### config.mk
export PLATFORM = sky130hd
export DESIGN_NAME = regfile_wb_arbiter_flat
export DESIGN_NICKNAME = d
export VERILOG_FILES = /design/src/rtl/regfile_wb_if.sv /design/src/rtl/regfile_wb_arbiter.sv /design/src/flat_wrapper.sv
export SDC_FILE = /design/constraint.sdc
export NUM_CORES = 1
export LEC_CHECK = 0
export CAP_MARGIN = 20
export CORE_ASPECT_RATIO = 0.9
export CORE_MARGIN = 1.5
export CORE_UTILIZATION = 41
export CTS_BUF_LIST = sky130_fd_sc_hd__clkbuf_8
export DETAILED_ROUTE_END_ITERATION = 6
export MAX_ROUTING_LAYER = met4
export PLACE_DENSITY = 0.84
export SLEW_MARGIN = 20
export SYNTH_ARGS = -nofsm -noshare
export SYNTH_HDL_FRONTEND = slang
export SYNTH_SLANG_ARGS = --single-unit
### constraint.sdc
create_clock -name clk -period 2.2 [get_ports clk]
set_input_delay 0.44 -clock clk [delete_from_list [all_inputs] [get_ports clk]]
set_output_delay 0.44 -clock clk [all_outputs]
set_load 0.01 [all_outputs]
### src/rtl/regfile_wb_if.sv
// Writeback bus between the NUM_REQ writeback sources and the register-file
// write port arbiter.
//   req_valid / req_ready : per-source valid/ready handshake
//   req_reg / req_data    : packed per-source destination and data,
//                           source i in slice [i*W +: W]
//   req_float             : per-source FP-file select
//   wb_hold               : 1 = write port reserved, no grants this cycle
//   writeReg / writeData / regWrite / float : registered write command to the register file
//   starve                : per-source wait watchdog status
// Modports: master = writeback sources / register file side, slave = arbiter.
interface regfile_wb_if #(
    parameter int NUM_REQ = 4,
    parameter int DATA_W  = 32,
    parameter int ADDR_W  = 5
);
    logic [NUM_REQ-1:0]        req_valid;
    logic [NUM_REQ-1:0]        req_ready;
    logic [NUM_REQ*ADDR_W-1:0] req_reg;
    logic [NUM_REQ*DATA_W-1:0] req_data;
    logic [NUM_REQ-1:0]        req_float;
    logic                      wb_hold;
    logic [ADDR_W-1:0]         writeReg;
    logic [DATA_W-1:0]         writeData;
    logic                      regWrite;
    logic                      float;
    logic [NUM_REQ-1:0]        starve;

    modport master (
        output req_valid, req_reg, req_data, req_float, wb_hold,
        input  req_ready, writeReg, writeData, regWrite, float, starve
    );

    modport slave (
        input  req_valid, req_reg, req_data, req_float, wb_hold,
        output req_ready, writeReg, writeData, regWrite, float, starve
    );
endinterface

### src/rtl/regfile_wb_arbiter.sv
// Round-robin arbiter sharing the single register-file write port between
// NUM_REQ writeback sources (ALU, load, mul/div, FP).
// Ports:
//   clk  : single clock, rising-edge state updates
//   rst  : asynchronous, active-high reset
//   bus  : regfile_wb_if.slave -- per-source valid/ready/payload, wb_hold,
//          registered write command (writeReg/writeData/regWrite/float)
//          and per-source starve watchdog flags.
// A grant is combinational (req_ready); the write command appears on the
// register outputs one cycle after the transfer.
module regfile_wb_arbiter #(
    parameter int NUM_REQ  = 4,
    parameter int DATA_W   = 32,
    parameter int ADDR_W   = 5,
    parameter int MAX_WAIT = 8
) (
    input  logic          clk,
    input  logic          rst,
    regfile_wb_if.slave   bus
);

    localparam int PTR_W = (NUM_REQ > 2) ? $clog2(NUM_REQ) : 1;
    localparam int CNT_W = $clog2(MAX_WAIT + 1);
    localparam logic [CNT_W-1:0] WAIT_MAX = CNT_W'(MAX_WAIT);

    logic [PTR_W-1:0]  rrPtr;
    logic [PTR_W-1:0]  scanIdx;
    logic [PTR_W-1:0]  grantIdx;
    logic              grantAny;
    logic [NUM_REQ-1:0] grantVec;

    logic [ADDR_W-1:0] selReg;
    logic [DATA_W-1:0] selData;
    logic              selFloat;

    logic [CNT_W-1:0]  waitCnt  [NUM_REQ];
    logic [CNT_W-1:0]  waitNext [NUM_REQ];

    // (base + offs) mod NUM_REQ; both operands are below NUM_REQ so a
    // single conditional subtract is enough.
    function automatic logic [PTR_W-1:0] wrapAdd(input logic [PTR_W-1:0] base, input int offs);
        int s;
        s = int'(base) + offs;
        if (s >= NUM_REQ) begin
            s = s - NUM_REQ;
        end
        return PTR_W'(s);
    endfunction

    // Grant: first valid source scanning from rrPtr; nothing during reset or hold.
    always_comb begin
        grantAny = 1'b0;
        grantIdx = '0;
        scanIdx  = '0;
        if (!rst && !bus.wb_hold) begin
            for (int k = 0; k < NUM_REQ; k++) begin
                scanIdx = wrapAdd(rrPtr, k);
                if (!grantAny && bus.req_valid[scanIdx]) begin
                    grantAny = 1'b1;
                    grantIdx = scanIdx;
                end
            end
        end
        grantVec = grantAny ? (NUM_REQ'(1) << grantIdx) : '0;
    end

    assign bus.req_ready = grantVec;

    // Payload of the granted source.
    always_comb begin
        selReg   = bus.req_reg[grantIdx*ADDR_W +: ADDR_W];
        selData  = bus.req_data[grantIdx*DATA_W +: DATA_W];
        selFloat = bus.req_float[grantIdx];
    end

    // Round-robin pointer: moves past the winner only on a transfer.
    always_ff @(posedge clk or posedge rst) begin
        if (rst) begin
            rrPtr <= '0;
        end else if (grantAny) begin
            rrPtr <= wrapAdd(grantIdx, 1);
        end
    end

    // Output stage: one registered write command per cycle.
    // An integer write to $zero is consumed but never pulses regWrite.
    always_ff @(posedge clk or posedge rst) begin
        if (rst) begin
            bus.writeReg  <= '0;
            bus.writeData <= '0;
            bus.float     <= 1'b0;
            bus.regWrite  <= 1'b0;
        end else begin
            bus.regWrite <= grantAny && ((selReg != '0) || selFloat);
            if (grantAny) begin
                bus.writeReg  <= selReg;
                bus.writeData <= selData;
                bus.float     <= selFloat;
            end
        end
    end

    // Watchdog: count cycles a source is valid but not granted, saturating.
    always_comb begin
        for (int i = 0; i < NUM_REQ; i++) begin
            waitNext[i] = '0;
            if (bus.req_valid[i] && !grantVec[i]) begin
                waitNext[i] = (waitCnt[i] == WAIT_MAX) ? WAIT_MAX : waitCnt[i] + 1'b1;
            end
        end
    end

    // starve is registered from the same next-state value, so it always
    // equals (waitCnt == MAX_WAIT) without a combinational compare on the output.
    always_ff @(posedge clk or posedge rst) begin
        if (rst) begin
            for (int i = 0; i < NUM_REQ; i++) begin
                waitCnt[i] <= '0;
            end
            bus.starve <= '0;
        end else begin
            for (int i = 0; i < NUM_REQ; i++) begin
                waitCnt[i]    <= waitNext[i];
                bus.starve[i] <= (waitNext[i] == WAIT_MAX);
            end
        end
    end

endmodule

### src/flat_wrapper.sv
// flat-port wrapper written by rule: the top's interface ports become plain ports
module regfile_wb_arbiter_flat 
#(
    parameter int NUM_REQ  = 4,
    parameter int DATA_W   = 32,
    parameter int ADDR_W   = 5,
    parameter int MAX_WAIT = 8
)
  (clk, rst, bus_req_valid, bus_req_reg, bus_req_data, bus_req_float, bus_wb_hold, bus_req_ready, bus_writeReg, bus_writeData, bus_regWrite, bus_float, bus_starve);
  regfile_wb_if #(.NUM_REQ(NUM_REQ), .DATA_W(DATA_W), .ADDR_W(ADDR_W)) bus_i ();
  input  logic clk;
  input  logic rst;
  input wire logic [$bits(bus_i.req_valid)-1:0] bus_req_valid;
  input wire logic [$bits(bus_i.req_reg)-1:0] bus_req_reg;
  input wire logic [$bits(bus_i.req_data)-1:0] bus_req_data;
  input wire logic [$bits(bus_i.req_float)-1:0] bus_req_float;
  input wire logic [$bits(bus_i.wb_hold)-1:0] bus_wb_hold;
  output wire logic [$bits(bus_i.req_ready)-1:0] bus_req_ready;
  output wire logic [$bits(bus_i.writeReg)-1:0] bus_writeReg;
  output wire logic [$bits(bus_i.writeData)-1:0] bus_writeData;
  output wire logic [$bits(bus_i.regWrite)-1:0] bus_regWrite;
  output wire logic [$bits(bus_i.float)-1:0] bus_float;
  output wire logic [$bits(bus_i.starve)-1:0] bus_starve;
  assign bus_i.req_valid = bus_req_valid;
  assign bus_i.req_reg = bus_req_reg;
  assign bus_i.req_data = bus_req_data;
  assign bus_i.req_float = bus_req_float;
  assign bus_i.wb_hold = bus_wb_hold;
  assign bus_req_ready = bus_i.req_ready;
  assign bus_writeReg = bus_i.writeReg;
  assign bus_writeData = bus_i.writeData;
  assign bus_regWrite = bus_i.regWrite;
  assign bus_float = bus_i.float;
  assign bus_starve = bus_i.starve;
  regfile_wb_arbiter #(.NUM_REQ(NUM_REQ), .DATA_W(DATA_W), .ADDR_W(ADDR_W), .MAX_WAIT(MAX_WAIT)) u_core (.clk(clk), .rst(rst), .bus(bus_i));
endmodule
* Word-level counts from Yosys, hierarchy flattened
Cells that the tools add are included.
** Operators by class
- Add/subtract/negate cells :: 13
- Multiply operators :: 1
- $lt $le $gt $ge :: 10
- Equality and inequality tests :: 8
- Shift-type cells :: 3
- Multiplexer cells :: 41
- Reductions and logical operators :: 20
** Operator list (count)
- $shiftx 128x8->32 :: 1
- $mux 4 :: 9
- $eq 4x4->1 const B :: 8
- $mux 2 :: 14
- $shiftx 20x6->5 :: 1
- $add 4x1->4 const B :: 4
- $lt 2x3->1 const B :: 5
- $mux 1 :: 13
- $ge 3x3->1 const B :: 4
- $bmux 1 s2 :: 5
- $sub 2x1->2 const B :: 5
- $logic_and 1x1->1 :: 9
- $logic_not 1->1 :: 9
- $add 2x1->3 const B :: 2
- $add 2x2->3 const B :: 2
- $mul 2x3->5 const B :: 1
- $reduce_bool 5->1 :: 1
- $shl 1x2->4 const A :: 1
- $ge 2x3->1 const B :: 1
- $logic_or 1x1->1 :: 1
** Word-level totals
- Register bits after elaboration :: 61
- Bits of input ports :: 159
- Output and inout bits :: 47
- Word-level logic and storage cells :: 106

* Longest topological paths before layout
Gate-level depths: netlist of the first run.
- Depth in word-level cells :: 25
- Depth in mapped cells :: 9
- Depth with buffers taken out :: 6

* Least setup slack after synthesis of the first run
OpenSTA, ideal clock, no wires.
- Path type :: reg-to-output
- Start :: reg u_core.rrPtr[1]
- End :: out bus_req_ready[3]
- Data arrival time :: 1.662 ns
- Data required time :: 1.760 ns
- Setup slack :: 0.098 ns
- Stages on the path, launching flop included :: 8
- Buffers on the path :: 3
- Cell sequence :: dfrtp_1 > mux2i_1 > a2111oi_2 > nand3_1 > buf_4 > buf_6 > buf_6 > nor2_1
** Between the ends
- Word-level cells in the longest chain between the ends :: 21
- Elaborated cells on any way between the ends :: 48
- Classes of those cells :: add/sub: 7; order compare: 4; shift: 1; mux: 30; reduce/logical: 6
** Ends and longest elaborated chain
- start: declaration :: RTL line regfile_wb_arbiter.sv:26 : logic [PTR_W-1:0] rrPtr;
- start signal: assignment :: RTL line regfile_wb_arbiter.sv:81 : rrPtr <= wrapAdd(grantIdx, 1);
- $ge 2x3->1 or $sub 2x1->2 (tied branches) :: RTL line regfile_wb_arbiter.sv:44, regfile_wb_arbiter.sv:45
- $mux 2 :: RTL line regfile_wb_arbiter.sv:44 : if (s >= NUM_REQ) begin
- $mux 2 :: RTL line regfile_wb_arbiter.sv:55 : if (!rst && !bus.wb_hold) begin
- $bmux 1 s2 :: RTL line regfile_wb_arbiter.sv:58 : if (!grantAny && bus.req_valid[scanIdx]) begin
- $mux 1 (not written as such) :: RTL line regfile_wb_arbiter.sv:58
- $mux 1 :: RTL line regfile_wb_arbiter.sv:58
- $mux 1 :: RTL line regfile_wb_arbiter.sv:55
- $logic_not 1->1 :: RTL line regfile_wb_arbiter.sv:58
- [... 5 more ...]
- $mux 1 :: RTL line regfile_wb_arbiter.sv:58
- $mux 1 :: RTL line regfile_wb_arbiter.sv:55
- $logic_not 1->1 :: RTL line regfile_wb_arbiter.sv:58
- $logic_and 1x1->1 :: RTL line regfile_wb_arbiter.sv:58
- $mux 2 :: RTL line regfile_wb_arbiter.sv:58
- $mux 2 :: RTL line regfile_wb_arbiter.sv:55
- $shl 1x2->4 :: RTL line regfile_wb_arbiter.sv:64 : grantVec = grantAny ? (NUM_REQ'(1) << grantIdx) : '0;
- $mux 4 * :: RTL line regfile_wb_arbiter.sv:64
- end: declaration :: RTL line flat_wrapper.sv:18 : output wire logic [$bits(bus_i.req_ready)-1:0] bus_req_ready;
Every way passes the cells marked *; elsewhere a longest branch is shown, timed or not. The select of a mux whose other input is x is not followed.

* Worst setup path after layout of the first run
- Start :: reg u_core.rrPtr[1]
- End :: out bus_req_ready[2]
The elaborated chain is that of the path after synthesis.

==> impl_metrics.ini, run 1 <==
[yosys]
dominantRegCellSynth = dfrtp_1
synth-seq-cells = 61
yosysWarningCount = 0
synthDistinctLibCells = 39
async_reset_ff_frac = 1.000
synth_area_sq_mm = 0.003920
syn_nets = 557
seq_area_frac_synth = 0.3894
synth_edf_count = 0
syn_avg_cell_area_sq_um = 10.05
syn_inst = 390

[place]
numPortBuffers = 205
finalWeightedCongestion = 0.9485
dp_hpwl_mm = 8.968

[setup_path]
worst_r2r_startpoint = u_core.rrPtr[1]
r2r_slack_ns = -0.06
r2r_cells = 9
cp.required_ns = 1.76
path_common_cell = buf_6
worstSetupPathType = register to output pin
path_delay_family = buffers and inverters
reg2reg_to = u_core.bus.regWrite
startpoint_type = register
crit_path_max_incr_delay_ns = 0.44
timing.critical_path.slowest_stage_cell = dfrtp_2
path_cells = mux2i_2 > a2111oi_2 > buf_4 > nand3_4 > buf_6 > nand2_4 > inv_2 > buf_6
crit_fanout = 6
crit_path_start = u_core.rrPtr[1]
cp-end-kind = output pin
crit_arrival_ns = 1.89
path_buf_inv = 4

[clock_network]
cts-root-buf = clkbuf_8
clkTransAtPathRegs_ns = 0.06
htree_levels = 3
clk_path_buf_depth = 2
clock_latency_ns = 0.34
cts_tree = built
cts_buffers = 9
cts_sinks = 61
hold_buffers = 0

[detailed_routing]
ant_nets = 0
wl_mm = 12.36
num_vias = 3813
avgViaCountPerCell = 5.044
drc_errors = 0
wl_per_cell_um = 16.34
drt_iter0_markers = 133
drt-pass1-iter-count = 4

[timing]
slew_violations = 0
fmax_mhz = 428.7
hold_viol = 0
setup_viol = 6
hold-worst-slack_ns = 0.4809
setup_tns_ns = -0.4075
relSlewSlack = 0.5058
fin_crit_sh = 1.060
setup_ws_ns = -0.1326
fin_skew_ns = 0.008769
fin_crit_ns = 2.333
worst_pin_slew_ns = 0.7413
rsz0062_at_grt = true

[grt]
grt_pass1_wl_mm = 18.55
grtUsageMet1 = 0.2618
antenna_found_initial = 0
grt_overflow_total = 0
use_met3 = 0.05619
use_met2 = 0.4453
grt_usage = 0.2435
first_global_vias = 3958
grt_max_degree = 79
busiest_layer = met2

[outcome]
violations = setup timing
outcome = finished with violations

[min_path]
min_to = u_core.bus.writeData[28]
hold_start = u_core.bus.writeData[28]
hold_path_class = register to register
hold_depth = 2

[die]
core_sq_mm = 0.009208
start_util = 0.4257
io-pin-count = 206
rows = 33
die_w_um = 106.1
die_area_sq_mm = 0.01016
die_h_um = 95.76

[finish]
layout-drive-gt1-share = 0.2114
areaGrowthSynthToFinish_pct = 71.91
fin_nets = 796
register_area_sq_mm = 0.001528
n_antenna_cell = 0
multiInputGateArea_sq_mm = 0.002351
n_fill_cell = 660

[flow_run]
drv_cap = 0

[power_and_ir_drop]
leakagePower_uw = 0.003232
vdd_ir_drop_max_v = 0.0002952
finalPower_uw = 3918
powerDensity_mw_per_mm2 = 581.4
==> power by group <==
group | switching (uW) | internal (uW) | leakage (uW)
registers | 113 | 1280 | 0.000775
clock network | 428 | 541 | 0.000105
logic | 632 | 920 | 0.00235
total | 1170 | 2740 | 0.00323
==> Yosys cell counts, drive strengths merged (2+ instances only) <==
cell type	number	area, sq um
o21ai	38	190.2
nor3	5	25.02
inv	13	48.80
a211oi	4	30.03
nor3b	4	30.03
nand2	48	190.2
and3	3	18.77
xnor2	4	35.03
buf	12	98.84
a21oi	7	35.03
o31ai	2	15.01
nor2	24	90.09
mux2i	79	790.8
clkbuf	12	45.04
xor2	4	35.03
mux2	36	405.4
nor4	4	37.53
ha	8	100.1
nand3	6	35.03
nand2b	5	31.28
dfrtp	61	1526
a2111oi	2	23.77
==> state kept, by name, indices dropped and copies added, names as in the netlist <==
| signal | cells |
|---|---|
| u_core.bus.writeReg | 5 |
| u_core.waitCnt | 16 |
| u_core.bus.regWrite | 1 |
| u_core.bus.writeData | 32 |
| u_core.bus.float | 1 |
| u_core.bus.starve | 4 |
| u_core.rrPtr | 2 |
==> per-stage QoR <==
stage               area [sq um]  instances  utilization  worst slack, ns
floorplan                   3920        390            -          0.09793
global placement            6286        729       0.6827          -0.8256
detailed placement          6286        729       0.6827          -0.8912
CTS                         6565        750       0.7130         -0.09872
global route                6739        756       0.7319          -0.2080
finish                      6739        756       0.7319          -0.1326
==> routing by layer <==
layer,part of all wire,vias up,routed length [um]
li1,-,1849,-
met1,0.40,1809,4964
met2,0.52,135,6430
met3,0.060,20,739
met4,0.018,0,221
met5,0,-,0
==> kinds of logic after synthesis <==
group           count (synthesis)  share of synthesized area
mux                           115                     0.3051
simple gates                  103                     0.1242
flops                          61                     0.3894
compound gates                 58                    0.08873
buf+inv                        37                    0.04915
xor+xnor                        8                    0.01787
fa+ha+maj                       8                    0.02554
==> final cells by class <==
type | instances | area share
clock inverters | 6 | 0.008169
inverters | 13 | 0.007241
flip-flops and latches | 61 | 0.2267
repair buffers | 252 | 0.3659
multi-input cells | 292 | 0.3489
clock buffers | 10 | 0.02042
well taps | 122 | 0.02265
==> timing repair <==
| action | CTS | global route |
|---|---|---|
| setup buffers | 6 | 3 |
| endpoints found under the setup margin | 53 | 49 |
| pin swaps | 8 | 1 |
| resized for setup | 39 | 31 |
| cloned | 0 | 3 |
==> tightest hold or removal path: stages (launching register included) <==
cell     delay (ns)
dfrtp_1        0.34
nand2_1        0.05
o21ai_1        0.06
==> how the worst max path moves through the flow <==
| stage | end | slack (ns) | depth (start not counted) |
|---|---|---|---|
| 4_1_cts | bus_req_ready[2] | -0.1 | 8 |
| 6_report | bus_req_ready[2] | -0.13 | 8 |
| 3_5_place_dp | u_core.bus.starve[1] | -0.89 | 10 |
| 5_1_grt | bus_req_ready[2] | -0.21 | 8 |
| 3_3_place_gp | u_core.bus.regWrite | -0.83 | 7 |
| 2_1_floorplan | bus_req_ready[3] | 0.1 | 7 |
==> cell usage in the layout (no fill, tap or decap), drive strengths merged <==
| master | synthesis | routed |
|---|---|---|
| nor3 | 5 | 5 |
| nor3b | 4 | 4 |
| nor4 | 4 | 4 |
| or3b | 1 | 1 |
| clkinvlp | 0 | 1 |
| o22a | 1 | 1 |
| buf | 12 | 49 |
| nand2b | 5 | 5 |
| dfrtp | 61 | 61 |
| clkinv | 0 | 2 |
| a31oi | 1 | 1 |
| a21oi | 7 | 7 |
| nor2 | 24 | 24 |
| dlygate4sd2 | 0 | 6 |
| and3 | 3 | 3 |
| nor2b | 1 | 1 |
| inv | 13 | 15 |
| clkdlybuf4s50 | 0 | 195 |
| o31ai | 2 | 2 |
| a2111oi | 2 | 2 |
| bufinv | 0 | 1 |
| o21ai | 38 | 38 |
| nand3 | 6 | 6 |
| clkbuf | 12 | 12 |
| a21o | 1 | 1 |
| ha | 8 | 8 |
| a41oi | 1 | 1 |
| a211oi | 4 | 4 |
| nand3b | 1 | 1 |
| xnor2 | 4 | 4 |
| or2 | 1 | 1 |
| a221oi | 1 | 1 |
| mux2 | 36 | 36 |
| xor2 | 4 | 4 |
| nand2 | 48 | 48 |
| mux2i | 79 | 79 |
Power figures use the tool's default switching activity.
==> inputs of run 2 (changes only) <==
- TNS_END_PERCENT: default -> 1
==> impl_metrics.ini, run 2 (synthesis results as in run 1) <==
[outcome]
outcome = finished with violations
violations = setup timing

[timing]
setup_ws_ns = -0.1018
fin_skew_ns = 0.009210
setup_tns_ns = -0.5251
setup_viol = 10
hold-worst-slack_ns = 0.4758
slew_violations = 0
hold_viol = 0
rsz0062_at_grt = true
fin_crit_ns = 2.302
relSlewSlack = 0.5420
fmax_mhz = 434.4
fin_crit_sh = 1.046
worst_pin_slew_ns = 0.6869

[die]
rows = 33
io-pin-count = 206
core_sq_mm = 0.009208
start_util = 0.4257
die_w_um = 106.1
die_h_um = 95.76
die_area_sq_mm = 0.01016

[detailed_routing]
avgViaCountPerCell = 5.041
wl_met3_um = 670
drt_iter0_markers = 102
wl_mm = 11.59
drc_errors = 0
drt-pass1-iter-count = 4
wl_per_cell_um = 15.43
wl_met1_mm = 4.612
route.met2.wl_mm = 6.066
num_vias = 3786
ant_nets = 0
top_layer = met4

[setup_path]
timing.critical_path.slowest_stage_cell = dfrtp_1
r2r_cells = 8
worstSetupPathType = register to output pin
worst_r2r_startpoint = u_core.rrPtr[1]
cp-end-kind = output pin
r2r_slack_ns = -0.05
cp.required_ns = 1.76
crit_fanout = 5
path_cells = mux2i_1 > a2111oi_2 > buf_4 > nand3_4 > buf_6 > nand2_4 > inv_2 > buf_6
crit_arrival_ns = 1.86
path_common_cell = buf_6
path_buf_inv = 4
crit_path_max_incr_delay_ns = 0.44
path_delay_family = buffers and inverters
startpoint_type = register
reg2reg_to = u_core.bus.regWrite

[finish]
post-route-util = 0.7171
instances_no_fill = 751
fin_nets = 791
n_fill_cell = 676
layout-drive-gt1-share = 0.1908
areaGrowthSynthToFinish_pct = 68.43
n_antenna_cell = 0
layout_common_cells = clkdlybuf4s50_1, mux2i_1, dfrtp_1, nand2_1
top_regs = u_core.bus.writeData (32), u_core.waitCnt (16), u_core.bus.writeReg (5)
regMostFlops = u_core.bus.writeData
largest_reg_flops = 32
final_common_cell = clkdlybuf4s50_1

[min_path]
hold_path_class = register to register
hold_depth = 2
min_to = u_core.bus.writeData[28]
hold_start = u_core.bus.writeData[28]

[flow_run]
drv_cap = 0

[place]
finalWeightedCongestion = 0.9485
dp_cells = 729
dp_hpwl_mm = 8.968
numPortBuffers = 205

[power_and_ir_drop]
netSwitchingFraction = 0.2936
leakagePower_uw = 0.003175
power_frac_seq = 0.363
p_sw_uw = 1125
comb_power_share = 0.386
vdd_ir_drop_max_v = 0.0002888
intPower_uw = 2707
clockPowerShare = 0.251
powerDensity_mw_per_mm2 = 580.4

[grt]
first_global_vias = 3974
grt_overflow_total = 0
grt_max_degree = 79
antenna_found_initial = 0
grt_pass1_wl_mm = 18.59
grt_usage = 0.2445

[clock_network]
clock_latency_ns = 0.34
cts_tree = built
cts_buffers = 9
cts-root-buf = clkbuf_8
htree_levels = 3
clkTransAtPathRegs_ns = 0.06
clk_path_buf_depth = 2
cts_sinks = 61
==> run 2: cell count changes in the layout (fill, tap and decap cells not counted), sizes merged <==
cell,before,now
buf,49,46
clkbuf,12,10
==> run 2: per-stage QoR <==
stage          setup slack [ns]  power (uW)  cell area [sq um]
2_1_floorplan           0.09793        2046               3920
3_3_place_gp            -0.8256        2788               6286
3_5_place_dp            -0.8912        2833               6286
4_1_cts                -0.09872        3846               6580
5_1_grt                 -0.1982        4055               6603
6_report                -0.1018        3832               6603
==> run 2: area by class of cell <==
type | instances | area (sq um) | share of cell area
Inverter | 13 | 48.80 | 0.007391
Timing Repair Buffer | 247 | 2390 | 0.3619
Clock buffer | 10 | 137.6 | 0.02085
Sequential cell | 61 | 1526 | 0.2312
Multi-Input combinational cell | 292 | 2292 | 0.3472
Tap cell | 122 | 152.6 | 0.02312
Clock inverter | 6 | 55.05 | 0.008338
==> run 2: power groups by stage <==
stage	Sequential (uW)	Combinational, uW	Clock, uW
6_report	1390	1480	961
5_1_grt	1420	1600	1040
4_1_cts	1390	1470	983
3_5_place_dp	1410	1420	0
3_3_place_gp	1400	1390	0
2_1_floorplan	1460	590	0
==> run 2: repair_timing <==
action / 4_1_cts / 5_1_grt
hold buffers: 0 / 0
pin swaps: 8 / 1
gates resized for setup: 41 / 8
buffers inserted: 6 / 0
setup endpoints to repair: 53 / 48
==> run 2: worst max-delay path by stage <==
stage                     start                   end  slack, ns  depth (start not counted)
6_report        u_core.rrPtr[1]      bus_req_ready[2]      -0.10                          8
5_1_grt         u_core.rrPtr[1]      bus_req_ready[2]      -0.20                          8
4_1_cts         u_core.rrPtr[1]      bus_req_ready[2]       -0.1                          8
3_5_place_dp   bus_req_valid[2]  u_core.bus.starve[1]      -0.89                         10
3_3_place_gp   bus_req_valid[0]   u_core.bus.regWrite      -0.83                          7
2_1_floorplan   u_core.rrPtr[1]      bus_req_ready[3]        0.1                          7
==> run 2: routing by layer <==
metal | up-vias | global-route usage
li1 | 1845 | -
met1 | 1782 | 0.2618
met2 | 136 | 0.4459
met3 | 23 | 0.06026
met4 | 0 | 0.08671
met5 | - | -
==> run 2: worst reg2reg max path: stages, from the launching register on <==
cell	delay [ns]
dfrtp_1	0.44
mux2i_1	0.17
a2111oi_2	0.31
buf_4	0.18
nand3_4	0.10
buf_8	0.24
mux2i_1	0.25
mux2i_1	0.26
a41oi_2	0.15
